<file path="src/rtl/fetch_unit_if.sv">
// fetch_unit_if: bundles the fetch stage's handshakes.
//   redirect_i/redirect_pc_i : branch/jump redirect from the execute side
//   imem_*                   : request/grant/in-order-response instruction memory port
//   out_*                    : valid/ready hand-off toward the IF/ID register
// master = the fetch unit, slave = its environment (memory, IF/ID, redirect source).
interface fetch_unit_if;
  logic        redirect_i;
  logic [31:0] redirect_pc_i;
  logic        imem_req_o;
  logic [31:0] imem_addr_o;
  logic        imem_gnt_i;
  logic        imem_rvalid_i;
  logic [31:0] imem_rdata_i;
  logic        out_valid_o;
  logic        out_ready_i;
  logic [31:0] out_pc4_o;
  logic [31:0] out_inst_o;

  modport master (
    input  redirect_i, redirect_pc_i, imem_gnt_i, imem_rvalid_i, imem_rdata_i, out_ready_i,
    output imem_req_o, imem_addr_o, out_valid_o, out_pc4_o, out_inst_o
  );

  modport slave (
    output redirect_i, redirect_pc_i, imem_gnt_i, imem_rvalid_i, imem_rdata_i, out_ready_i,
    input  imem_req_o, imem_addr_o, out_valid_o, out_pc4_o, out_inst_o
  );
endinterface

</file>
<file path="src/rtl/fetch_unit.sv">
// fetch_unit: instruction fetch stage in front of IF/ID.
// Owns the fetch PC, issues in-order requests to a variable-latency memory,
// buffers returned words with their PC+4 and hands them on over valid/ready.
// A redirect reloads the PC, clears the output buffer and marks every
// in-flight response for discard.
// Ports:
//   clk_i   : clock, rising edge
//   rst_n_i : asynchronous active-low reset
//   bus     : fetch_unit_if.master (redirect, imem request/response, IF/ID output)
module fetch_unit #(
  parameter logic [31:0] RESET_PC = 32'h0000_0000,
  parameter int unsigned DEPTH    = 2
) (
  input logic          clk_i,
  input logic          rst_n_i,
  fetch_unit_if.master bus
);
  localparam int unsigned   PW       = (DEPTH > 1) ? $clog2(DEPTH) : 1;
  localparam int unsigned   CW       = $clog2(DEPTH + 1);
  localparam logic [CW:0]   DEPTH_W  = DEPTH[CW:0];
  localparam logic [PW-1:0] LAST_PTR = PW'(DEPTH - 1);

  typedef logic [PW-1:0] ptr_t;

  // Circular pointer advance; DEPTH need not be a power of two.
  function automatic ptr_t ptr_inc(input ptr_t p);
    ptr_t r;
    if (p == LAST_PTR) r = '0;
    else               r = p + ptr_t'(1);
    return r;
  endfunction

  logic [31:0]   fpc;
  logic          running;
  logic [CW-1:0] osd;
  logic [CW-1:0] drp;
  logic [CW-1:0] bcnt;
  logic [31:0]   pend_mem [DEPTH];
  ptr_t          pend_wr;
  ptr_t          pend_rd;
  logic [63:0]   obuf_mem [DEPTH];
  ptr_t          obuf_wr;
  ptr_t          obuf_rd;

  logic          pop_s;
  logic [CW:0]   total_s;
  logic          req_s;
  logic          grant_s;
  logic          rsp_s;
  logic          push_s;
  logic [31:0]   rsp_pc4_s;

  // Handshake decode; request space accounts for a same-cycle pop.
  always_comb begin
    pop_s     = bus.out_valid_o & bus.out_ready_i;
    total_s   = {1'b0, osd} + {1'b0, bcnt};
    req_s     = running & ~bus.redirect_i & ((total_s - {{CW{1'b0}}, pop_s}) < DEPTH_W);
    grant_s   = req_s & bus.imem_gnt_i;
    // A response with nothing outstanding is a protocol error and is ignored.
    rsp_s     = bus.imem_rvalid_i & (osd != '0);
    push_s    = rsp_s & ~bus.redirect_i & (drp == '0);
    rsp_pc4_s = pend_mem[pend_rd] + 32'd4;
  end

  assign bus.imem_req_o  = req_s;
  assign bus.imem_addr_o = fpc;
  assign bus.out_valid_o = (bcnt != '0);
  assign bus.out_pc4_o   = obuf_mem[obuf_rd][63:32];
  assign bus.out_inst_o  = obuf_mem[obuf_rd][31:0];

  // Fetch PC, in-flight bookkeeping and output buffer.
  always_ff @(posedge clk_i or negedge rst_n_i) begin
    if (!rst_n_i) begin
      fpc     <= RESET_PC;
      running <= 1'b0;
      osd     <= '0;
      drp     <= '0;
      bcnt    <= '0;
      pend_wr <= '0;
      pend_rd <= '0;
      obuf_wr <= '0;
      obuf_rd <= '0;
      for (int i = 0; i < DEPTH; i++) begin
        pend_mem[i] <= 32'h0000_0000;
        obuf_mem[i] <= 64'h0;
      end
    end else begin
      running <= 1'b1;
      if (grant_s) begin
        pend_mem[pend_wr] <= fpc;
        pend_wr           <= ptr_inc(pend_wr);
      end
      if (rsp_s) begin
        pend_rd <= ptr_inc(pend_rd);
      end
      osd <= osd + CW'(grant_s) - CW'(rsp_s);
      if (bus.redirect_i) begin
        fpc     <= bus.redirect_pc_i & 32'hFFFF_FFFC;
        // Everything still outstanding after this edge is stale.
        drp     <= osd - CW'(rsp_s);
        bcnt    <= '0;
        obuf_rd <= obuf_wr;
      end else begin
        if (grant_s) begin
          fpc <= fpc + 32'd4;
        end
        if (rsp_s && (drp != '0)) begin
          drp <= drp - CW'(1);
        end
        if (push_s) begin
          obuf_mem[obuf_wr] <= {rsp_pc4_s, bus.imem_rdata_i};
          obuf_wr           <= ptr_inc(obuf_wr);
        end
        if (pop_s) begin
          obuf_rd <= ptr_inc(obuf_rd);
        end
        bcnt <= bcnt + CW'(push_s) - CW'(pop_s);
      end
    end
  end
endmodule

</file>
<file path="src/flat_wrapper.sv">
// flat-port wrapper written by rule: the top's interface ports become plain ports
module fetch_unit_flat 
#(
  parameter logic [31:0] RESET_PC = 32'h0000_0000,
  parameter int unsigned DEPTH    = 2
)
  (clk_i, rst_n_i, bus_redirect_i, bus_redirect_pc_i, bus_imem_gnt_i, bus_imem_rvalid_i, bus_imem_rdata_i, bus_out_ready_i, bus_imem_req_o, bus_imem_addr_o, bus_out_valid_o, bus_out_pc4_o, bus_out_inst_o);
  fetch_unit_if bus_i ();
  input logic clk_i;
  input logic rst_n_i;
  input wire logic [$bits(bus_i.redirect_i)-1:0] bus_redirect_i;
  input wire logic [$bits(bus_i.redirect_pc_i)-1:0] bus_redirect_pc_i;
  input wire logic [$bits(bus_i.imem_gnt_i)-1:0] bus_imem_gnt_i;
  input wire logic [$bits(bus_i.imem_rvalid_i)-1:0] bus_imem_rvalid_i;
  input wire logic [$bits(bus_i.imem_rdata_i)-1:0] bus_imem_rdata_i;
  input wire logic [$bits(bus_i.out_ready_i)-1:0] bus_out_ready_i;
  output wire logic [$bits(bus_i.imem_req_o)-1:0] bus_imem_req_o;
  output wire logic [$bits(bus_i.imem_addr_o)-1:0] bus_imem_addr_o;
  output wire logic [$bits(bus_i.out_valid_o)-1:0] bus_out_valid_o;
  output wire logic [$bits(bus_i.out_pc4_o)-1:0] bus_out_pc4_o;
  output wire logic [$bits(bus_i.out_inst_o)-1:0] bus_out_inst_o;
  assign bus_i.redirect_i = bus_redirect_i;
  assign bus_i.redirect_pc_i = bus_redirect_pc_i;
  assign bus_i.imem_gnt_i = bus_imem_gnt_i;
  assign bus_i.imem_rvalid_i = bus_imem_rvalid_i;
  assign bus_i.imem_rdata_i = bus_imem_rdata_i;
  assign bus_i.out_ready_i = bus_out_ready_i;
  assign bus_imem_req_o = bus_i.imem_req_o;
  assign bus_imem_addr_o = bus_i.imem_addr_o;
  assign bus_out_valid_o = bus_i.out_valid_o;
  assign bus_out_pc4_o = bus_i.out_pc4_o;
  assign bus_out_inst_o = bus_i.out_inst_o;
  fetch_unit #(.RESET_PC(RESET_PC), .DEPTH(DEPTH)) u_core (.clk_i(clk_i), .rst_n_i(rst_n_i), .bus(bus_i));
endmodule
</file>
<file path="config.mk">
export PLATFORM = sky130hd
export DESIGN_NAME = fetch_unit_flat
export DESIGN_NICKNAME = d
export VERILOG_FILES = /design/src/rtl/fetch_unit_if.sv /design/src/rtl/fetch_unit.sv /design/src/flat_wrapper.sv
export SDC_FILE = /design/constraint.sdc
export NUM_CORES = 1
export LEC_CHECK = 0
export ABC_AREA = 1
export CAP_MARGIN = 20
export CELL_PAD_IN_SITES_DETAIL_PLACEMENT = 2
export CELL_PAD_IN_SITES_GLOBAL_PLACEMENT = 2
export CORE_ASPECT_RATIO = 1.4
export CORE_MARGIN = 10
export CORE_UTILIZATION = 34
export CTS_CLUSTER_DIAMETER = 120
export DETAILED_ROUTE_END_ITERATION = 10
export GPL_ROUTABILITY_DRIVEN = 0
export PLACE_DENSITY_LB_ADDON = 0.12
export SYNTH_ARGS = -nofsm -noshare
export SYNTH_HDL_FRONTEND = slang
export SYNTH_SLANG_ARGS = --single-unit
</file>
<file path="constraint.sdc">
create_clock -name clk_i -period 7.8 [get_ports clk_i]
set_input_delay 0.78 -clock clk_i [delete_from_list [all_inputs] [get_ports clk_i]]
set_output_delay 0.78 -clock clk_i [all_outputs]
set_load 0.03 [all_outputs]
</file>
Yosys cells after proc, flatten, opt, wreduce, memory -nomap -nowiden
Index checks and enable logic that the tools add are counted.
{ "op_classes": {"addsub": 14, "multipliers": 0, "div_mod_pow": 0, "n_lt_le_gt_ge": 7, "eq_ne": 0, "n_shift": 0, "n_mux": 23, "n_bitwise": 12, "reduce_logical": 11} }
{ "op_table": {"columns": ["op", "count"], "rows": [
  ["$mux W64", 4],
  ["$mux W32", 6],
  ["$bwmux W128", 1],
  ["$add A32 B3 Y32 const B", 2],
  ["$bwmux W64", 1],
  ["$demux W64 S1", 1],
  ["$demux W32 S1", 1],
  ["$reduce_bool A2 Y1", 6],
  ["$ge A2 B2 Y1 const B", 4],
  ["$not A1 Y2", 4],
  ["$and A1 B1 Y1", 7],
  ["$mux W1", 6],
  ["$mux W2", 3],
  ["$sub A2 B1 Y2", 3],
  ["$add A1 B1 Y1 const B", 4],
  ["$add A2 B1 Y2", 2],
  ["$lt A2 B1 Y1 const B", 2],
  ["$add A2 B2 Y3", 1],
  ["$logic_and A1 B1 Y1", 3],
  ["$lt A3 B2 Y1 const B", 1],
  ["$sub A3 B1 Y3", 1],
  ["$logic_not A2 Y1", 1],
  ["$reduce_and A2 Y1", 1],
  ["$sub A2 B1 Y2 const B", 1],
  ["$not A1 Y1", 1]
]} }
{ "word_totals": {"ff_bits": 235, "latchBits": 0, "ramBits": 0, "rom_bits": 0, "input_bits": 70, "out_inout_bits": 98, "word_cells": 80, "mem_count": 0} }

Depth between registers and ports, before layout
Gate-level depths: netlist (run 1).
{ "depth": {"word_depth": 8, "ltp_mapped": 16, "mapped_depth_nobuf": 14} }

Worst setup path before layout (run 1)
Ideal clock, no wire load.
{ "synth_path": {"kind": "in2out", "startpoint": "input port bus_out_ready_i", "endpoint": "output port bus_imem_req_o", "arrival_time_ns": 2.116, "required_time_ns": 7.020, "path_slack_ns": 4.904, "cell_stages": 7, "path_buffers": 0, "path_cell_list": "nand2_1 > nor2_1 > o21ai_0 > fa_1 > nand2_1 > nor2_1 > and2_1"} }
{ "synth_via": {"elab_chain_cells": 4} }
{ "synth_lines": {"columns": ["element", "line_no", "rtl"], "rows": [
  ["start: declaration", "flat_wrapper.sv:16", "input wire logic [$bits(bus_i.out_ready_i)-1:0] bus_out_ready_i;"],
  ["$and A1 B1 Y1", "fetch_unit.sv:55", "pop_s = bus.out_valid_o & bus.out_ready_i;"],
  ["$sub A3 B1 Y3", "fetch_unit.sv:57", "req_s = running & ~bus.redirect_i & ((total_s - {{CW{1'b0}}, pop_s}) < DEPTH_W);"],
  ["$lt A3 B2 Y1", "fetch_unit.sv:57", null],
  ["$and A1 B1 Y1", "fetch_unit.sv:57", null],
  ["end: declaration", "flat_wrapper.sv:17", "output wire logic [$bits(bus_i.imem_req_o)-1:0] bus_imem_req_o;"]
]} }
No other way between the ends.

Worst setup path in the final report (run 1)
Ends and elaborated chain as after synthesis.

==> implementation parameters, run 1 <==
Parameter                              Value

Routing
  Vias per cell ... 4.98
  Post-detailed-route count of antenna-violating nets ... 0
  Count of vias placed by the detailed router ... 10.5k
  Drc violations ... 0
  Wirelength per Cell ... 18.2 µm
  Total Wirelength ... 38.6 mm
  Router iterations before antenna repair ... 4
  Count of routing violations after the opening detailed-route iteration ... 438

Logic synthesis
  Library cell with the highest instance count after synthesis ... sky130_fd_sc_hd__nand2_1
  Register area share after synthesis ... 48.7%
  Cell area after technology mapping ... 11500 µm²
  Number of synthesized register bits ... 225
  Primary flip-flop cell chosen by synthesis mapping ... sky130_fd_sc_hd__dfrtp_1
  Average size of a mapped cell ... 7.57 µm²
  Number of distinct library cell variants in the gate-level netlist after synthesis ... 41
  Cell count after synthesis ... 1525
  Post-synth EDFFs ... 0
  Fraction of post-synthesis cell area in the top cell type by area ... 48.7%
  Count of warnings emitted by yosys ... 0
  Top post-synthesis cells by count ... 634 x sky130_fd_sc_hd__nand2_1, 225 x sky130_fd_sc_hd__dfrtp_1, 154 x sky130_fd_sc_hd__o21ai_0
  Share of flip-flops with an asynchronous set or reset after synthesis ... 100%
  Post-synth top area cell ... sky130_fd_sc_hd__dfrtp_1
  Most area-consuming cells after synthesis ... sky130_fd_sc_hd__dfrtp_1 49%, sky130_fd_sc_hd__nand2_1 21%, sky130_fd_sc_hd__o21ai_0 6.7%, sky130_fd_sc_hd__inv_1 4.5%, sky130_fd_sc_hd__nand3_1 3.7%

Clock tree
  H-Tree Depth ... 1
  Post CTS Setup Buffer Count ... 0
  Hold-fix buffers at CTS ... 0
  TritonCTS clock tree ... done
  Worst-skew pair later-pin latency ... 0.53 ns
  Buffer type at the clock tree root ... sky130_fd_sc_hd__clkbuf_16
  Post_cts resized ... 0
  Maximum clock insertion buffer count ... 3
  CTS Buf Count ... 25
  Clock transition at the registers of the reported paths ... 0.06 ns
  Sinks on the clock net ... 225

Worst hold path
  Hold crit path type ... input port to asynchronous set/reset pin

Critical path
  Worst r2r dst ... u_core.bus.imem_addr_o[12]$_DFFE_PN0P_
  Critical Path Start ... bus_out_ready_i
  Worst setup endpoint ... bus_imem_req_o
  Required time at the endpoint of the critical path ... 7.02 ns
  Kind of start point of the critical path ... input port
  Number of buffer and inverter instances along the worst setup path ... 2
  WP depth ... 9
  Largest fanout on the critical path ... 3
  Internal reg-to-reg setup slack ... 4.22 ns
  Critical path class ... input port to output pin
  Crit-path max cell delay ... 0.67 ns
  Worst Setup End Kind ... output pin
  Launch instance of the worst register-to-register path ... u_core.bcnt[1]$_DFF_PN0_
  Slowest cell on crit path ... sky130_fd_sc_hd__clkdlybuf4s50_1
  Cells along the critical path ... clkdlybuf4s50_1 -> nand2_1 -> nor2_1 -> o21ai_0 -> fa_1 -> nand2_1 -> nor2_1 -> and2_1 -> clkdlybuf4s50_1
  Arrival time of data at the critical path endpoint ... 3.22 ns
  Number of cells on the worst reg-to-reg path ... 15
  Top Family by Delay on Critical Path ... buffers and inverters

Timing
  Final critical delay including setup and external delays ... 4.00 ns
  Hold violation count in the final report ... 0
  Finish-stage setup viols ... 0
  Final number of max-transition violations ... 0
  RSZ-0062 raised after global routing ... no
  Slew of the pin with the lowest slew margin ... 1.03 ns
  Setup Total Neg Slack ... 0 ns
  Fmax ... 0.250 GHz
  Worst Clk Skew ... 0.0170 ns
  Final cycle utilization of the critical path ... 51.3%
  Relative slew slack ... 31.0%

GRT
  Wire length of the first global-routing pass ... 63.7 mm
  Number of global-route vias before repair ... 11.9k
  Total Routing Usage GR ... 18.5%
  GRT Residual Overflow ... 0
  Number of antenna violations at the first check in global routing ... 0
  Pin count of the biggest net entering global routing ... 90

Layout
  Share of layout cells above drive strength 1 ... 6.27%
  Area growth from synthesis to final layout ... 23.9%
  Core utilization of the finished layout ... 42.8%
  Number of antenna diodes ... 0
  Net count reported at finish ... 1736

Pwr
  P_leak ... 6.78 nW
  Maximum ir drop on the vdd rail ... 150 µV
  Pwr Density ... 407 nW/µm²

Floorplanning
  Initial core utilization ... 34.6%
  IO Count ... 168
  Die ar. ... 41800 µm²
  Core outline area ... 33400 µm²
  Std-Cell Rows ... 79
  Chip height ... 238 µm
  Chip width ... 176 µm

Run status
  Status ... finished, final reports clean

Placed design
  Count of buffers inserted at the top-level ports ... 161
  Dpl hpwl ... 27.4 mm

Job
  Max-cap viol count ... 0
## cell usage in the layout (no fill, tap or decap), types with 6 or more instances in the layout
| cell | n |
|---|---|
| sky130_fd_sc_hd__nor2_4 | 6 |
| sky130_fd_sc_hd__o21bai_1 | 10 |
| sky130_fd_sc_hd__o211ai_1 | 10 |
| sky130_fd_sc_hd__clkdlybuf4s50_1 | 160 |
| sky130_fd_sc_hd__clkbuf_1 | 7 |
| sky130_fd_sc_hd__o21ai_0 | 154 |
| sky130_fd_sc_hd__nand2_2 | 22 |
| sky130_fd_sc_hd__dfrtp_1 | 224 |
| sky130_fd_sc_hd__clkbuf_16 | 25 |
| sky130_fd_sc_hd__nor3_1 | 12 |
| sky130_fd_sc_hd__xor2_1 | 21 |
| sky130_fd_sc_hd__clkbuf_8 | 9 |
| sky130_fd_sc_hd__nor2_2 | 15 |
| sky130_fd_sc_hd__nand4_1 | 8 |
| sky130_fd_sc_hd__o21a_1 | 20 |
| sky130_fd_sc_hd__nand3_1 | 85 |
| sky130_fd_sc_hd__ha_1 | 8 |
| sky130_fd_sc_hd__nand2_1 | 633 |
| sky130_fd_sc_hd__buf_4 | 10 |
| sky130_fd_sc_hd__inv_1 | 137 |
| sky130_fd_sc_hd__nor2_1 | 49 |
## worst reg2reg max path, delay by kind of cell, from the launching register on
family,cells,cell delay (ns)
compound gates,2,0.21
fa+ha+maj,1,0.53
buf+inv,4,0.97
flops,1,0.39
simple gates,8,1.35
## flip-flops by register name, indices dropped and copies added, names as in the netlist, 2 cells and up
name                    flops
u_core.drp                  2
u_core.obuf_mem           124
u_core.osd                  2
u_core.bus.imem_addr_o     30
u_core.bcnt                 2
u_core.pend_mem            60
## how the worst min path moves through the flow
stage / start / endpoint / cells past startpoint
after CTS: rst_n_i / u_core.obuf_mem[87]$_DFFE_PN0P_ / 1
final: rst_n_i / u_core.obuf_mem[87]$_DFFE_PN0P_ / 1
after floorplan: u_core.pend_mem[38]$_DFFE_PN0P_ / u_core.pend_mem[38]$_DFFE_PN0P_ / 2
after detailed placement: u_core.pend_mem[42]$_DFFE_PN0P_ / u_core.pend_mem[42]$_DFFE_PN0P_ / 2
after global placement: u_core.pend_mem[38]$_DFFE_PN0P_ / u_core.pend_mem[38]$_DFFE_PN0P_ / 2
after global routing: rst_n_i / u_core.obuf_mem[87]$_DFFE_PN0P_ / 1
## per-stage QoR
step / area, µm² / hold WS (ns) / instances / total power [mW] / setup WS [ns]
global route: 14300 / 0.263 / 2120 / 6.29 / 3.69
finish: 14300 / 0.219 / 2120 / 5.82 / 3.80
CTS: 14300 / 0.246 / 2120 / 5.93 / 3.76
detailed placement: 13500 / 0.461 / 2075 / 4.64 / 3.46
global placement: 13500 / 0.455 / 2075 / 4.49 / 3.63
floorplan: 11600 / 0.442 / 1528 / 3.60 / 4.90
## logic make-up after synthesis
kind of cell               after synthesis  synth area share, %
other                                    2               0.0650
adders and majority gates                9                 1.04
and+or+nand+nor                        839                 30.1
buffers and inverters                  214                 7.84
AOI/OAI and AO/OA                      209                 10.2
xor gates and xnor gates                26                 1.97
muxes                                    1               0.0975
DFF                                    225                 48.7
## report_power, final
part	switching, mW	total (mW)	internal, mW	leakage, nW
sequential	0.295	1.95	1.65	2.82
clock	0.486	1.23	0.740	0.417
combinational	1.72	2.64	0.927	3.54
total	2.50	5.82	3.32	6.78
## layout make-up
| type | count | area, µm² |
|---|---|---|
| multi-input cells | 1089 | 5030 |
| well taps | 445 | 557 |
| fillers | 3932 | 19100 |
| clock inverters | 4 | 70.1 |
| flip-flops and latches | 225 | 5630 |
| repair buffers | 171 | 1690 |
| inverters | 145 | 549 |
| clock buffers | 41 | 776 |
## routing by layer
| layer | routed length (µm) | vias to the layer above | global-route usage, % |
|---|---|---|---|
| met3 | 1410 | 41 | 2.88 |
| met5 | 0 | - | 0 |
| li1 | - | 5033 | - |
| met4 | 733 | 0 | 4.48 |
| met2 | 20400 | 165 | 34.7 |
| met1 | 16000 | 5308 | 21.3 |
Note: power is estimated with default switching activity, not from simulation.
==> run 2: changes to the inputs <==
--- a/config.mk
+++ b/config.mk
@@ -11,7 +11,7 @@
 export CELL_PAD_IN_SITES_GLOBAL_PLACEMENT = 2
 export CORE_ASPECT_RATIO = 1.4
 export CORE_MARGIN = 10
-export CORE_UTILIZATION = 34
+export CORE_UTILIZATION = 28
 export CTS_CLUSTER_DIAMETER = 120
 export DETAILED_ROUTE_END_ITERATION = 10
 export GPL_ROUTABILITY_DRIVEN = 0
==> constraint.sdc (replaced) <==
create_clock -name clk_i -period 3.64 [get_ports clk_i]
set_input_delay 0.364 -clock clk_i [delete_from_list [all_inputs] [get_ports clk_i]]
set_output_delay 0.364 -clock clk_i [all_outputs]
set_load 0.03 [all_outputs]
==> run 2 against run 1 <==
Net effect: non-clock buffer count up 9; worst hold slack better by 0.17 ns; via count down 1.8%; sequential power up 120%; critical path depth down 5; combinational power up 110%; first-iteration DRC count down 28%; clock skew down 0.0055 ns; worst setup slack worse by 3.3 ns; sequential share of layout area down 0.71 points; largest cell class unchanged.
==> implementation parameters, run 2 (synthesis gave the netlist of run 1 again) <==
Parameter                              Value

Run status
  Status ... finished, final reports clean

Routing
  Count of routing violations after the opening detailed-route iteration ... 314
  Vias per cell ... 4.65
  Count of vias placed by the detailed router ... 10.4k
  Total Wirelength ... 39.1 mm
  Wirelength per Cell ... 17.6 µm
  Router iterations before antenna repair ... 4
  Post-detailed-route count of antenna-violating nets ... 0
  Drc violations ... 0

Pwr
  Post-layout power ... 12.5 mW
  Pwr Density ... 861 nW/µm²
  Sequential share of power ... 33.6%
  Psw ... 5.36 mW
  Maximum ir drop on the vdd rail ... 289 µV
  P_leak ... 6.86 nW
  Comb power frac ... 44.7%
  Switching share of power ... 42.7%
  Cell internal power dissipation ... 7.19 mW
  Clock share of power ... 21.8%

Floorplanning
  IO Count ... 168
  Core outline area ... 41000 µm²
  Initial core utilization ... 28.2%
  Chip width ... 192 µm
  Die ar. ... 49900 µm²
  Std-Cell Rows ... 88
  Chip height ... 260 µm

Timing
  Worst Clk Skew ... 0.0115 ns
  Slew of the pin with the lowest slew margin ... 0.954 ns
  Final number of max-transition violations ... 0
  Setup Total Neg Slack ... 0 ns
  Finish-stage setup viols ... 0
  Final critical delay including setup and external delays ... 3.10 ns
  Relative slew slack ... 36.4%
  RSZ-0062 raised after global routing ... no
  Minimum setup slack in the final design ... 0.544 ns
  Hold violation count in the final report ... 0
  Fmax ... 0.323 GHz
  Worst Hold Slack ... 0.384 ns
  Final cycle utilization of the critical path ... 85.0%

GRT
  Number of global-route vias before repair ... 11.7k
  Total Routing Usage GR ... 15.9%
  Number of antenna violations at the first check in global routing ... 0
  Wire length of the first global-routing pass ... 64.2 mm
  Pin count of the biggest net entering global routing ... 90
  GRT Residual Overflow ... 0

Placed design
  Dpl hpwl ... 28.3 mm
  Count of buffers inserted at the top-level ports ... 161
  Setup slack after placement ... 0.247 ns
  Cell count after placement ... 2178

Layout
  Area of combinational cells with multiple inputs ... 5030 µm²
  Flip-flop and latch area ... 5630 µm²
  Leading cell types in the layout, fill and taps excluded ... 633 x sky130_fd_sc_hd__nand2_1, 224 x sky130_fd_sc_hd__dfrtp_1, 159 x sky130_fd_sc_hd__clkdlybuf4s50_1
  Share of layout cells above drive strength 1 ... 6.94%
  Number of antenna diodes ... 0
  Most common library cell in the layout ignoring fill and taps ... sky130_fd_sc_hd__nand2_1
  Total of fill cells in the finished design ... 4819
  Max FFs per register ... 124
  Final cell count without fillers ... 2227
  Net count reported at finish ... 1746
  Area growth from synthesis to final layout ... 26.2%
  Largest Register ... u_core.obuf_mem

Job
  Max-cap viol count ... 0

Clock tree
  Buffer type at the clock tree root ... sky130_fd_sc_hd__clkbuf_16
  Sinks on the clock net ... 225
  Post CTS Setup Buffer Count ... 0
  H-Tree Depth ... 1
  Worst-skew pair later-pin latency ... 0.54 ns
  CTS Buf Count ... 26
  Clock transition at the registers of the reported paths ... 0.07 ns
  Maximum clock insertion buffer count ... 3
  TritonCTS clock tree ... done

Critical path
  Largest fanout on the critical path ... 43
  Arrival time of data at the critical path endpoint ... 2.73 ns
  Worst Setup End Kind ... output pin
  Critical path class ... flop to output pin
  Required time at the endpoint of the critical path ... 3.28 ns
  Kind of start point of the critical path ... flop

Worst hold path
  Hold crit path type ... input port to flop
[run 2: changes by cell type in the layout (fill, tap and decap cells not counted), sizes merged]
cell | before | now
buf | 11 | 19
clkinv | 5 | 8
clkbuf | 41 | 39
clkinvlp | 0 | 2
clkdlybuf4s50 | 160 | 159
dlygate4sd3 | 0 | 1
dlymetal6s2s | 0 | 1
[run 2: per-layer routing]
layer / global-route usage, % / up-vias / share of wire, %
li1: - / 5044 / -
met1: 18.7 / 5143 / 43
met2: 29.3 / 143 / 52
met3: 2.48 / 30 / 3.3
met4: 3.52 / 0 / 1.5
met5: 0 / - / 0
[run 2: worst paths after layout]
path | start | endpoint | slack (ns) | cells past startpoint
max | u_core.obuf_rd$_DFFE_PN0P_ | bus_out_pc4_o[20] | 0.54 | 4
min | bus_redirect_pc_i[27] | u_core.bus.imem_addr_o[27]$_DFFE_PN0P_ | 0.38 | 3
max reg2reg | u_core.bcnt[1]$_DFF_PN0_ | u_core.pend_mem[59]$_DFFE_PN0P_ | 0.65 | 13
min reg2reg | u_core.obuf_mem[51]$_DFFE_PN0P_ | u_core.obuf_mem[51]$_DFFE_PN0P_ | 0.48 | 2
max in group asynchronous | rst_n_i | u_core.pend_mem[22]$_DFFE_PN0P_ | 2.27 | 3
min in group asynchronous | rst_n_i | u_core.obuf_mem[24]$_DFFE_PN0P_ | 0.42 | 2
[run 2: final cells by class]
class | count | share of cell area, %
sequential | 225 | 38.7
multi-input combinational | 1089 | 34.5
timing repair buffer | 180 | 12.4
clock buffer | 39 | 5.36
tap | 540 | 4.64
inverter | 145 | 3.77
clock inverter | 9 | 0.687
[run 2: timing repair]
action,CTS,global route
hold buffers,1,0
endpoints found under the hold margin,73,0
endpoints found under the setup margin,0,1
gates resized for setup,0,1
[run 2: stage by stage]
step | cell area (µm²) | utilization, %
finish | 14600 | 35.6
detailed placement | 13700 | 33.4
floorplan | 11600 | -
global route | 14600 | 35.6
global placement | 13700 | 33.4
CTS | 14600 | 35.6
[run 2: power groups by stage]
stage | logic (mW) | registers (mW) | clock network [mW]
after CTS | 5.78 | 4.23 | 2.83
after floorplan | 3.58 | 4.13 | 0
final | 5.60 | 4.21 | 2.73
after global placement | 5.57 | 4.21 | 0
after global routing | 6.33 | 4.38 | 2.93
after detailed placement | 5.74 | 4.27 | 0
[run 2: critical path, stage by stage, from the launching register on]
cell and delay (ns):
sky130_fd_sc_hd__dfrtp_4 0.67, sky130_fd_sc_hd__inv_1 0.59, sky130_fd_sc_hd__nand2_1 0.11, sky130_fd_sc_hd__nand2_1 0.09, sky130_fd_sc_hd__clkdlybuf4s50_1 0.71
